$ cat src/rtl/seven_seg_capture_if.sv
// Display-bus bundle between a seven-segment display source and the capture block.
// The master drives the (active-low) pins; the slave returns the recovered digits.
interface seven_seg_capture_if;
    logic [6:0]  seg_in;
    logic        dp_in;
    logic [7:0]  anode_in;
    logic [31:0] digits;
    logic [7:0]  digit_valid;
    logic [7:0]  digit_err;
    logic [7:0]  dp_out;
    logic        upd_pulse;
    logic [2:0]  upd_idx;
    logic        frame_done;
    logic        stale;

    modport master (
        output seg_in, dp_in, anode_in,
        input  digits, digit_valid, digit_err, dp_out,
        input  upd_pulse, upd_idx, frame_done, stale
    );

    modport slave (
        input  seg_in, dp_in, anode_in,
        output digits, digit_valid, digit_err, dp_out,
        output upd_pulse, upd_idx, frame_done, stale
    );
endinterface

$ cat src/rtl/seven_seg_capture.sv
// Recovers hex digits and decimal points from a multiplexed, active-low 8-digit
// seven-segment bus, with glitch filtering, frame tracking and a stale watchdog.
//
// state | meaning
// WAIT  | counting identical samples; commits once the window fills on a one-hot-low anode
// HOLD  | current steady sample already committed; waiting for the bus to change
module seven_seg_capture #(
    parameter int STABLE_CYCLES  = 4,
    parameter int TIMEOUT_CYCLES = 65536
) (
    input logic               clk,
    input logic               rst_n,
    seven_seg_capture_if.slave disp
);
    localparam int               WD_W     = $clog2(TIMEOUT_CYCLES + 1);
    localparam logic [7:0]       STAB_MAX = 8'(STABLE_CYCLES);
    localparam logic [WD_W-1:0]  WD_LAST  = WD_W'(TIMEOUT_CYCLES - 1);
    localparam logic [WD_W-1:0]  WD_TOP   = WD_W'(TIMEOUT_CYCLES);
    localparam logic [15:0]      IDLE     = 16'hFFFF;

    typedef enum logic {ST_WAIT = 1'b0, ST_HOLD = 1'b1} state_t;

    state_t          state_q, state_d;
    logic [15:0]     samp_q, prev_q;
    logic [7:0]      stab_q, stab_d;
    logic [WD_W-1:0] wdog_q, wdog_d;
    logic [31:0]     digits_q, digits_d;
    logic [7:0]      valid_q, valid_d;
    logic [7:0]      err_q, err_d;
    logic [7:0]      dp_q, dp_d;
    logic [7:0]      seen_q, seen_d;
    logic            upd_q, upd_d;
    logic [2:0]      idx_q, idx_d;
    logic            frame_q, frame_d;
    logic            stale_q, stale_d;

    logic            commit;
    logic            changed;
    logic            one_hot;
    logic            timeout;
    logic [7:0]      anode;
    logic [2:0]      hit_idx;
    logic [4:0]      dec;
    logic [7:0]      seen_upd;

    // Returns {legal, nibble}; anything outside the 16 glyphs (blank included) is illegal.
    function automatic logic [4:0] seg_decode(input logic [6:0] seg);
        case (seg)
            7'h40:   seg_decode = 5'h10;
            7'h79:   seg_decode = 5'h11;
            7'h24:   seg_decode = 5'h12;
            7'h30:   seg_decode = 5'h13;
            7'h19:   seg_decode = 5'h14;
            7'h12:   seg_decode = 5'h15;
            7'h02:   seg_decode = 5'h16;
            7'h78:   seg_decode = 5'h17;
            7'h00:   seg_decode = 5'h18;
            7'h10:   seg_decode = 5'h19;
            7'h08:   seg_decode = 5'h1A;
            7'h03:   seg_decode = 5'h1B;
            7'h46:   seg_decode = 5'h1C;
            7'h21:   seg_decode = 5'h1D;
            7'h06:   seg_decode = 5'h1E;
            7'h0E:   seg_decode = 5'h1F;
            default: seg_decode = 5'h00;
        endcase
    endfunction

    assign anode   = samp_q[15:8];
    assign changed = (samp_q != prev_q);
    assign one_hot = $onehot(~anode);
    assign dec     = seg_decode(samp_q[6:0]);

    always_comb begin
        hit_idx = 3'd0;
        for (int i = 0; i < 8; i++) begin
            if (!anode[i]) hit_idx = 3'(i);
        end
    end

    // Stability counter: restarts at 1 on any change, saturates at the window length.
    always_comb begin
        stab_d = stab_q;
        if (changed) begin
            stab_d = 8'd1;
        end else if (state_q == ST_WAIT && stab_q < STAB_MAX) begin
            stab_d = stab_q + 8'd1;
        end
    end

    always_ff @(posedge clk or negedge rst_n) begin
        if (!rst_n) begin
            state_q <= ST_WAIT;
        end else begin
            state_q <= state_d;
        end
    end

    always_comb begin
        state_d = state_q;
        case (state_q)
            ST_WAIT: if (stab_d == STAB_MAX && one_hot) state_d = ST_HOLD;
            ST_HOLD: if (changed) state_d = ST_WAIT;
            default: state_d = ST_WAIT;
        endcase
    end

    always_comb begin
        commit = (state_q == ST_WAIT) && (stab_d == STAB_MAX) && one_hot;
    end

    always_comb begin
        digits_d = digits_q;
        valid_d  = valid_q;
        err_d    = err_q;
        dp_d     = dp_q;
        seen_d   = seen_q;
        stale_d  = stale_q;
        idx_d    = idx_q;
        upd_d    = commit;
        frame_d  = 1'b0;
        seen_upd = seen_q | (8'd1 << hit_idx);
        timeout  = !commit && (wdog_q == WD_LAST);

        if (commit) begin
            wdog_d = '0;
        end else if (wdog_q == WD_TOP) begin
            wdog_d = WD_TOP;
        end else begin
            wdog_d = wdog_q + 1'b1;
        end

        if (timeout) begin
            stale_d = 1'b1;
            valid_d = 8'h00;
            seen_d  = 8'h00;
        end

        if (commit) begin
            stale_d      = 1'b0;
            idx_d        = hit_idx;
            dp_d[hit_idx] = ~samp_q[7];
            if (dec[4]) begin
                digits_d[{hit_idx, 2'b00} +: 4] = dec[3:0];
                valid_d[hit_idx] = 1'b1;
                err_d[hit_idx]   = 1'b0;
            end else begin
                valid_d[hit_idx] = 1'b0;
                err_d[hit_idx]   = 1'b1;
            end
            if (seen_upd == 8'hFF) begin
                frame_d = 1'b1;
                seen_d  = 8'h00;
            end else begin
                seen_d  = seen_upd;
            end
        end
    end

    always_ff @(posedge clk or negedge rst_n) begin
        if (!rst_n) begin
            samp_q   <= IDLE;
            prev_q   <= IDLE;
            stab_q   <= '0;
            wdog_q   <= '0;
            digits_q <= '0;
            valid_q  <= '0;
            err_q    <= '0;
            dp_q     <= '0;
            seen_q   <= '0;
            upd_q    <= 1'b0;
            idx_q    <= '0;
            frame_q  <= 1'b0;
            stale_q  <= 1'b0;
        end else begin
            samp_q   <= {disp.anode_in, disp.dp_in, disp.seg_in};
            prev_q   <= samp_q;
            stab_q   <= stab_d;
            wdog_q   <= wdog_d;
            digits_q <= digits_d;
            valid_q  <= valid_d;
            err_q    <= err_d;
            dp_q     <= dp_d;
            seen_q   <= seen_d;
            upd_q    <= upd_d;
            idx_q    <= idx_d;
            frame_q  <= frame_d;
            stale_q  <= stale_d;
        end
    end

    assign disp.digits      = digits_q;
    assign disp.digit_valid = valid_q;
    assign disp.digit_err   = err_q;
    assign disp.dp_out      = dp_q;
    assign disp.upd_pulse   = upd_q;
    assign disp.upd_idx     = idx_q;
    assign disp.frame_done  = frame_q;
    assign disp.stale       = stale_q;
endmodule

$ cat src/flat_wrapper.sv
// flat-port wrapper written by rule: the top's interface ports become plain ports
module seven_seg_capture_flat 
#(
    parameter int STABLE_CYCLES  = 4,
    parameter int TIMEOUT_CYCLES = 65536
)
  (clk, rst_n, disp_seg_in, disp_dp_in, disp_anode_in, disp_digits, disp_digit_valid, disp_digit_err, disp_dp_out, disp_upd_pulse, disp_upd_idx, disp_frame_done, disp_stale);
  seven_seg_capture_if disp_i ();
  input logic clk;
  input logic rst_n;
  input wire logic [$bits(disp_i.seg_in)-1:0] disp_seg_in;
  input wire logic [$bits(disp_i.dp_in)-1:0] disp_dp_in;
  input wire logic [$bits(disp_i.anode_in)-1:0] disp_anode_in;
  output wire logic [$bits(disp_i.digits)-1:0] disp_digits;
  output wire logic [$bits(disp_i.digit_valid)-1:0] disp_digit_valid;
  output wire logic [$bits(disp_i.digit_err)-1:0] disp_digit_err;
  output wire logic [$bits(disp_i.dp_out)-1:0] disp_dp_out;
  output wire logic [$bits(disp_i.upd_pulse)-1:0] disp_upd_pulse;
  output wire logic [$bits(disp_i.upd_idx)-1:0] disp_upd_idx;
  output wire logic [$bits(disp_i.frame_done)-1:0] disp_frame_done;
  output wire logic [$bits(disp_i.stale)-1:0] disp_stale;
  assign disp_i.seg_in = disp_seg_in;
  assign disp_i.dp_in = disp_dp_in;
  assign disp_i.anode_in = disp_anode_in;
  assign disp_digits = disp_i.digits;
  assign disp_digit_valid = disp_i.digit_valid;
  assign disp_digit_err = disp_i.digit_err;
  assign disp_dp_out = disp_i.dp_out;
  assign disp_upd_pulse = disp_i.upd_pulse;
  assign disp_upd_idx = disp_i.upd_idx;
  assign disp_frame_done = disp_i.frame_done;
  assign disp_stale = disp_i.stale;
  seven_seg_capture #(.STABLE_CYCLES(STABLE_CYCLES), .TIMEOUT_CYCLES(TIMEOUT_CYCLES)) u_core (.clk(clk), .rst_n(rst_n), .disp(disp_i));
endmodule
$ cat config.mk
export PLATFORM = sky130hd
export DESIGN_NAME = seven_seg_capture_flat
export DESIGN_NICKNAME = d
export VERILOG_FILES = /design/src/rtl/seven_seg_capture_if.sv /design/src/rtl/seven_seg_capture.sv /design/src/flat_wrapper.sv
export SDC_FILE = /design/constraint.sdc
export NUM_CORES = 1
export LEC_CHECK = 0
export ABC_CLOCK_PERIOD_IN_PS = 5100
export CAP_MARGIN = 20
export CELL_PAD_IN_SITES_DETAIL_PLACEMENT = 0
export CELL_PAD_IN_SITES_GLOBAL_PLACEMENT = 1
export CORE_ASPECT_RATIO = 0.9
export CORE_MARGIN = 5
export CORE_UTILIZATION = 45
export CTS_CLUSTER_DIAMETER = 150
export DETAILED_ROUTE_END_ITERATION = 12
export PLACE_DENSITY = 0.77
export SLEW_MARGIN = 15
export SYNTH_ARGS = -nofsm -noshare
export SYNTH_HDL_FRONTEND = slang
export SYNTH_SLANG_ARGS = --single-unit
$ cat constraint.sdc
create_clock -name clk -period 5.1 [get_ports clk]
set_input_delay 0.51 -clock clk [delete_from_list [all_inputs] [get_ports clk]]
set_output_delay 0.51 -clock clk [all_outputs]
set_load 0.01 [all_outputs]
## Yosys cells after proc, flatten, opt, wreduce, memory -nomap -nowiden

Cells that the tools add are included.

| storage, ports and cells | value |
|---|---|
| output and inout port bits | 62 |
| register bits after elaboration | 128 |
| input bits | 18 |

| operators by class | value |
|---|---|
| reductions and logical operators | 10 |
| eq/ne operators | 21 |
| shifts and indexed selects | 3 |
| mux-type cells | 30 |
| $lt $le $gt $ge | 3 |
| add/sub/neg operators | 10 |
| bitwise gates (word level) | 9 |

Operators by type and width:

| kind | count |
|---|---|
| case mux 5 bit (16 select lines) | 1 |
| 2-to-1 mux 8 bit | 9 |
| 2-to-1 mux 17 bit | 2 |
| bitwise mux 32 bit | 1 |
| variable shift 4 x 7 -> 32 bit, first input constant | 1 |
| variable part select 4 x 7 -> 32 bit | 1 |
| equality test 7 bit, second input constant | 4 |
| bitwise OR 8 bit | 3 |
| equality test 7 x 5 -> 1 bit, second input constant | 3 |
| equality test 7 x 6 -> 1 bit, second input constant | 3 |
| adder 17 x 1 -> 17 bit, second input constant | 1 |
| equality test 17 x 16 -> 1 bit, second input constant | 1 |
| equality test 17 bit, second input constant | 1 |
| AND 8 bit | 2 |
| inequality test 16 bit | 1 |
| NOT 8 bit | 2 |
| equality test 7 x 2 -> 1 bit, second input constant | 2 |
| equality test 7 x 4 -> 1 bit, second input constant | 2 |
| adder 4 bit | 3 |
| 2-to-1 mux 3 bit | 4 |
| adder 1 x 1 -> 2 bit | 4 |
| adder 8 x 1 -> 8 bit, second input constant | 1 |
| bitwise mux 8 bit | 1 |
| equality test 8 x 3 -> 1 bit, second input constant | 1 |
| 18 further kinds | 32 |

## Longest topological paths before layout

Gate-level depths: netlist of run 1.

| depth | value |
|---|---|
| depth in word-level cells | 15 |
| mapped depth | 15 |
| mapped depth without buffers | 13 |

## Worst setup path after synthesis of run 1

Ideal clock, no wire load.

| timing | value |
|---|---|
| kind | register to register |
| start | register u_core.samp_q[14] |
| end | register u_core.digits_q[20], in the netlist u_core.disp.digits[20] |
| cell stages (with the launch flop) | 14 |
| setup slack | 580 ps |
| setup time | 125 ps |
| buffers on the path | 0 |
| data arrival time | 4396 ps |
| data required time | 4975 ps |
| period minus slack after synthesis | 4520 ps |
| cells stage by stage | dfstp_2 -> inv_1 -> ha_1 -> fa_1 -> inv_1 -> fa_1 -> inv_1 -> ha_1 -> fa_1 -> or4b_1 -> a2111oi_4 -> nand2_4 -> a2111oi_4 -> mux2_2 |

| between the ends | value |
|---|---|
| word-level cells in the longest chain between the ends | 7 |

Ends and longest elaborated chain:

| what | RTL line | text |
|---|---|---|
| start: declaration | seven_seg_capture.sv:24 | `logic [15:0] samp_q, prev_q;` |
| start signal: assignment | seven_seg_capture.sv:176 | `samp_q <= {disp.anode_in, disp.dp_in, disp.seg_in};` |
| NOT 8 bit | seven_seg_capture.sv:71 | `assign one_hot = $onehot(~anode);` |
| adder 1 x 1 -> 2 bit (implied by the code) | seven_seg_capture.sv:71 |  |
| adder 4 bit (implied by the code) (2 in series) | seven_seg_capture.sv:71 |  |
| equality test 4 x 1 -> 1 bit | seven_seg_capture.sv:71 |  |
| logical AND 1 bit | seven_seg_capture.sv:109 | `commit = (state_q == ST_WAIT) && (stab_d == STAB_MAX) && one_hot;` |
| AND reduction 2 bit (no source line) | - |  |
| end signal: assignment | seven_seg_capture.sv:180 | `digits_q <= digits_d;` |
| end: declaration | seven_seg_capture.sv:27 | `logic [31:0] digits_q, digits_d;` |

Parallel ways exist; a longest one is shown, timed or not.
A chain may end at the register's enable or synchronous reset.

## Final worst setup path of run 1

| timing | value |
|---|---|
| start | register u_core.samp_q[14] |
| end | register u_core.digits_q[24], in the netlist u_core.disp.digits[24] |

Same word-level chain as after synthesis.

==> impl_metrics.yaml, run 1 <==
status:
  status: "complete, no violations"
floorplan:
  io-pin-count: 80
  die_h_microns: 122
  die-area_sq_um: 16500
  coreArea_sq_um: 13900
  die_w_microns: 135
  rows: 41
  initial_utilization: 0.454
setup_path:
  cp-start-kind: "flip-flop"
  worst_ep_arrival_time_ps: 5070
  slowest_delay_ps: 590
  crit_family: "adder cells"
  end_kind: "flip-flop"
  crit_required_ps: 5400
  critical_path_class: "reg -> reg"
  crit_fanout: 6
  crit_slowest_cell: "dfstp_2"
  path_cells: "inv_1, ha_1, fa_1, inv_1, fa_1, inv_1, ha_1, fa_1, or4b_1, a2111oi_4, nand2_4, a2111oi_4, mux2_2"
  crit_buf_inv: 3
yosys:
  syn_avg_cell_area_sq_um: 11.8
  synth_ff_type: "dfrtp_1"
  yosys_warnings: 0
  ys_seq_elements: 128
  synth_cells: 534
  yosysTopAreaCellShare: 0.381
  yosys.cell_types.count: 64
  yosysSeqAreaShare: 0.514
  synth_common_cells: "96 x dfrtp_1, 41 x inv_1, 36 x nor2_1"
  netlist_area_sq_um: 6310
  synth_area_leader_cell: "dfrtp_1"
  synth_edf_count: 0
  yosysMostFrequentCell: "dfrtp_1"
  async_reset_ff_frac: 1.00
  syn-num-nets: 574
  synthTopCellsByArea: "dfrtp_1 38%, dfstp_2 13%, mux2_2 6.2%, ha_1 3.6%, xnor2_1 2.9%"
timing:
  hold_ws_ps: 205
  fin_ws_ps: 330
  finalSetupViolations: 0
  max_freq_mhz: 210
  rsz0062_at_grt: "false"
  slew_headroom: 0.304
  hold_viol: 0
  worstMarginPinSlew_ps: 1040
  fin_crit_sh: 0.935
  skew_ps: 6.25
  maxSlewViolCount: 0
  fin_crit_ps: 4770
  setup_tns_ps: 0
run:
  cap_viol_max_count: 0
power:
  power.leakage_nw: 3.53
  clockPowerShare: 0.494
  switchingPower_uw: 522
  seqPwrFrac: 0.446
  ir_worst_vdd_mv: 0.295
  internal-power_mw: 1.86
  power_mw: 2.38
  pwr_density_cell_nw_per_um2: 301
  combPwrFrac: 0.060
  swShare: 0.220
global_routing:
  grt_pass1_vias: 4576
  antenna_found_initial: 0
  overflow: 0
  grtUsageTotal: 0.182
  grt_pass1_wl_mm: 23.7
  grt_max_degree: 76
placement:
  place_congestion: 0.803
  place_ws_ps: 270
  placed_area_sq_um: 7310
  dp.cells: 796
  port_buffers: 79
  hpwl_mm: 9.86
clocking:
  ctsRootBufferMaster: "clkbuf_16"
  cts-resized-gates: 0
  cts_tree: "yes"
  holdBufCountCts: 0
  clkTransAtPathRegs_ps: 60
  worst_skew_pair.late_latency_ps: 410
  cts_made_buffers: 17
  clkSinkCount: 128
  h-tree-depth: 4
  clockBufferDepth: 2
  postCtsSetupRepairBufs: 0
layout:
  drive_gt1_frac: 0.202
  fin_area_sq_um: 7900
  area_growth_pct: 25.3
  final_nets: 663
  n_antenna_cell: 0
  post_layout_nonfiller_instances: 828
  fin_util: 0.568
drt:
  remaining_drc_errors: 0
  ant_nets: 0
  drtIter0Drc: 287
  vias: 4470
  drt-total-wl_mm: 14.1
  wire_per_inst_microns: 17.0
  via_per_inst: 5.40
  firstDrtPassIters: 4
worst_hold_path:
  hold_path.class: "in -> async"
## cell type report
type,instances,area [sq um]
well taps,193,241
inverters,43,161
clock buffers,26,532
multi-input cells,345,2820
fillers,1147,6000
flip-flops and latches,128,3240
repair buffers,88,856
clock inverters,5,50.0
## power groups by stage
| stage | combinational [mW] | clock [mW] | sequential, mW |
|---|---|---|---|
| 2_1_floorplan | 0.0912 | 0 | 1.07 |
| 3_3_place_gp | 0.139 | 0 | 1.08 |
| 3_5_place_dp | 0.142 | 0 | 1.08 |
| 4_1_cts | 0.143 | 1.20 | 1.06 |
| 5_1_grt | 0.163 | 1.24 | 1.06 |
| 6_report | 0.142 | 1.17 | 1.06 |
## kinds of logic (layout without fill, tap and decap cells)
family | after synthesis | after routing | synth area share
and+or+nand+nor | 158 | 158 | 0.148
DFF | 128 | 128 | 0.514
AOI/OAI and AO/OA | 76 | 76 | 0.104
buffers and inverters | 61 | 162 | 0.0409
muxes | 58 | 58 | 0.100
xor gates and xnor gates | 31 | 31 | 0.0442
adders and majority gates | 22 | 22 | 0.0484
## cells in the final DEF, fill, tap and decap left out, drive strengths merged, types with 3 or more instances in the layout
| master | count |
|---|---|
| nor2 | 36 |
| nand2b | 3 |
| clkdlybuf4s50 | 78 |
| xor2 | 9 |
| o21ai | 18 |
| dfrtp | 96 |
| dfstp | 32 |
| nand3 | 15 |
| and3 | 14 |
| inv | 42 |
| buf | 10 |
| xnor2 | 22 |
| nand3b | 3 |
| clkbuf | 26 |
| mux2 | 40 |
| nor3 | 8 |
| a2111oi | 5 |
| nand4 | 16 |
| ha | 18 |
| a21oi | 6 |
| mux2i | 18 |
| a22oi | 8 |
| nor4 | 7 |
| a32oi | 8 |
| fa | 4 |
| o211ai | 4 |
| clkinv | 5 |
| nor2b | 3 |
| a211oi | 5 |
| nand2 | 16 |
| and2 | 16 |
| o2111ai | 14 |
| and4 | 3 |
## flip-flops by register name (all words and copies together), names as in the netlist, named ones only
name,count
u_core.wdog_q,17
u_core.disp.digits,32
u_core.prev_q,16
u_core.disp.stale,1
u_core.disp.digit_valid,8
u_core.disp.frame_done,1
u_core.disp.upd_idx,3
u_core.seen_q,8
u_core.stab_q,8
u_core.state_q,1
u_core.samp_q,16
u_core.disp.upd_pulse,1
u_core.disp.dp_out,8
## layer usage
metal  GRT usage  wire [microns]  up-vias
met3      0.0512             687       14
met5           0               0        -
li1            -               -     2099
met1       0.262            6730     2248
met2       0.269            6460      109
met4      0.0541             184        0
## path summary, 6_finish.rpt
kind | start | endpoint | slack, ps | cells past startpoint
setup / recovery | u_core.samp_q[14]$_DFF_PN1_ | u_core.disp.digits[24]$_DFFE_PN0P_ | 330 | 13
hold / removal | rst_n | u_core.disp.dp_out[5]$_DFFE_PN0P_ | 200 | 1
setup reg to reg | u_core.samp_q[14]$_DFF_PN1_ | u_core.disp.digits[24]$_DFFE_PN0P_ | 330 | 13
hold reg to reg | u_core.samp_q[8]$_DFF_PN1_ | u_core.prev_q[8]$_DFF_PN1_ | 390 | 0
max in group asynchronous | rst_n | u_core.disp.digit_valid[0]$_DFF_PN0_ | 3610 | 2
min in group clk | u_core.samp_q[8]$_DFF_PN1_ | u_core.prev_q[8]$_DFF_PN1_ | 390 | 0
Note: power is estimated with default switching activity, not from simulation.
==> run 2: changes to the inputs <==
Settings changed: PLACE_DENSITY 0.77 to 0.86, SKIP_CTS_REPAIR_TIMING from default to 1.
==> run 2 against run 1 <==
  * First-iteration DRC count grew 8.4%
  * Clock skew grew 2.1 ps
  * Largest cell class unchanged
  * Highest routed layer unchanged
  * Combinational power is essentially flat
  * Flip-flop and latch count is the same
  * Register-to-register slack lost 80 ps
  * Clock-buffer cell count shrank 8
  * Total power grew 4.8%
==> impl_metrics.yaml, run 2 (synthesis gave the netlist of run 1 again) <==
timing:
  hold_viol: 0
  maxSlewViolCount: 0
  skew_ps: 8.38
  max_freq_mhz: 206
  rsz0062_at_grt: "false"
  finalSetupViolations: 0
  fin_crit_sh: 0.950
  worstMarginPinSlew_ps: 1030
  slew_headroom: 0.307
  fin_crit_ps: 4850
  setup_tns_ps: 0
clocking:
  ctsRootBufferMaster: "clkbuf_16"
  clkSinkCount: 128
  cts_tree: "yes"
  clockBufferDepth: 2
  cts_made_buffers: 17
  worst_skew_pair.late_latency_ps: 420
  clkTransAtPathRegs_ps: 60
  h-tree-depth: 4
placement:
  dp.cells: 793
  hpwl_mm: 10.0
  port_buffers: 79
  place_congestion: 0.855
power:
  clockPowerShare: 0.517
  seqPwrFrac: 0.426
  pwr_density_cell_nw_per_um2: 313
  swShare: 0.228
  switchingPower_uw: 568
  power.leakage_nw: 3.53
  internal-power_mw: 1.93
  combPwrFrac: 0.058
  ir_worst_vdd_mv: 0.340
setup_path:
  crit_required_ps: 5410
  crit_slowest_cell: "dfstp_2"
  r2r-start: "u_core.samp_q[14]$_DFF_PN1_"
  crit_buf_inv: 4
  crit_fanout: 9
  critical_path_class: "reg -> reg"
  crit_start: "u_core.samp_q[14]$_DFF_PN1_"
  r2r_slack_ps: 250
  crit_family: "adder cells"
  worst_ep_arrival_time_ps: 5150
  path_cells: "inv_1, ha_1, fa_1, inv_1, fa_1, inv_1, ha_1, fa_1, or4b_1, nor3_1, buf_4, and4bb_2, nand4_1, mux2_2"
  end_kind: "flip-flop"
  cp-start-kind: "flip-flop"
  slowest_delay_ps: 590
drt:
  ant_nets: 0
  wl_met2_mm: 6.93
  route.met3.wl_microns: 532
  via_per_inst: 5.35
  drtIter0Drc: 311
  vias: 4433
  top_layer: "met4"
  remaining_drc_errors: 0
  wire_per_inst_microns: 17.4
  firstDrtPassIters: 4
  drt-total-wl_mm: 14.4
  wl_met1_mm: 6.76
layout:
  final_nets: 662
  layout_commonest_cell: "dfrtp_1"
  fillers: 1155
  drive_gt1_frac: 0.203
  largest_reg_flops: 32
  mostFrequentLayoutCells: "96 x dfrtp_1, 78 x clkdlybuf4s50_1, 41 x inv_1, 36 x nor2_1, 35 x mux2_2"
  n_antenna_cell: 0
  area_growth_pct: 26.2
  post_layout_nonfiller_instances: 828
floorplan:
  coreArea_sq_um: 13900
  die-area_sq_um: 16500
  rows: 41
  io-pin-count: 80
  initial_utilization: 0.454
  die_w_microns: 135
  die_h_microns: 122
global_routing:
  overflow: 0
  grt_pass1_wl_mm: 23.7
  grt_pass1_vias: 4514
  grt_max_degree: 84
  antenna_found_initial: 0
  grtUsageTotal: 0.184
run:
  cap_viol_max_count: 0
worst_hold_path:
  hold_path.class: "reg -> reg"
  worstHoldStart: "u_core.samp_q[8]$_DFF_PN1_"
status:
  status: "complete, no violations"
## run 2: changes by cell type in the layout (fill, tap and decap cells not counted), sizes merged
cell / before / now
buf: 10 / 8
bufinv: 1 / 4
clkbuf: 26 / 18
clkinvlp: 0 / 5
dlygate4sd3: 0 / 1
inv: 42 / 43
## run 2: cell type report
class	count	area, sq um	area share
Sequential cell	128	3240	0.408
Multi-Input combinational cell	345	2810	0.353
Timing Repair Buffer	87	871	0.109
Clock buffer	18	439	0.0552
Tap cell	193	241	0.0303
Clock inverter	14	189	0.0237
Inverter	43	161	0.0203
## run 2: final timing paths
kind / to / cells past startpoint
max reg2reg: flip-flop / 14
max in group asynchronous: u_core.seen_q[4]$_DFFE_PN0P_ / 3
min: u_core.prev_q[8]$_DFF_PN1_ / 0
max: flip-flop / 14
min in group asynchronous: u_core.disp.dp_out[2]$_DFFE_PN0P_ / 2
min reg2reg: u_core.prev_q[8]$_DFF_PN1_ / 0
## run 2: through the flow
| stage | util | hold WS, ps | area, sq um | setup WS (ps) | power (mW) |
|---|---|---|---|---|---|
| 2_1_floorplan | - | 214 | 6310 | 580 | 1.16 |
| 3_3_place_gp | 0.524 | 377 | 7280 | 403 | 1.21 |
| 3_5_place_dp | 0.524 | 377 | 7280 | 296 | 1.22 |
| 4_1_cts | 0.569 | 284 | 7910 | 286 | 2.51 |
| 5_1_grt | 0.572 | 397 | 7960 | 53.3 | 2.59 |
| 6_report | 0.572 | 386 | 7960 | 253 | 2.49 |
## run 2: worst register-to-register path, stage by stage (launching register included)
cell and delay [ps]:
dfstp_2 590, inv_1 100, ha_1 230, fa_1 540, inv_1 50, fa_1 520
inv_1 40, ha_1 190, fa_1 420, or4b_1 540, nor3_1 320, buf_4 230
and4bb_2 340, nand4_1 250, mux2_2 370
## run 2: power groups by stage
stage | registers, mW | logic [mW] | clock network [mW]
after global routing | 1.06 | 0.163 | 1.36
final | 1.06 | 0.144 | 1.29
after floorplan | 1.07 | 0.0912 | 0
after CTS | 1.06 | 0.143 | 1.31
after detailed placement | 1.08 | 0.141 | 0
after global placement | 1.08 | 0.137 | 0
## run 2: per-layer routing
metal / global-route usage / vias to the layer above
li1: - / 2098
met2: 0.281 / 86
met3: 0.0471 / 12
met4: 0.0649 / 0
met1: 0.255 / 2237
met5: 0 / -
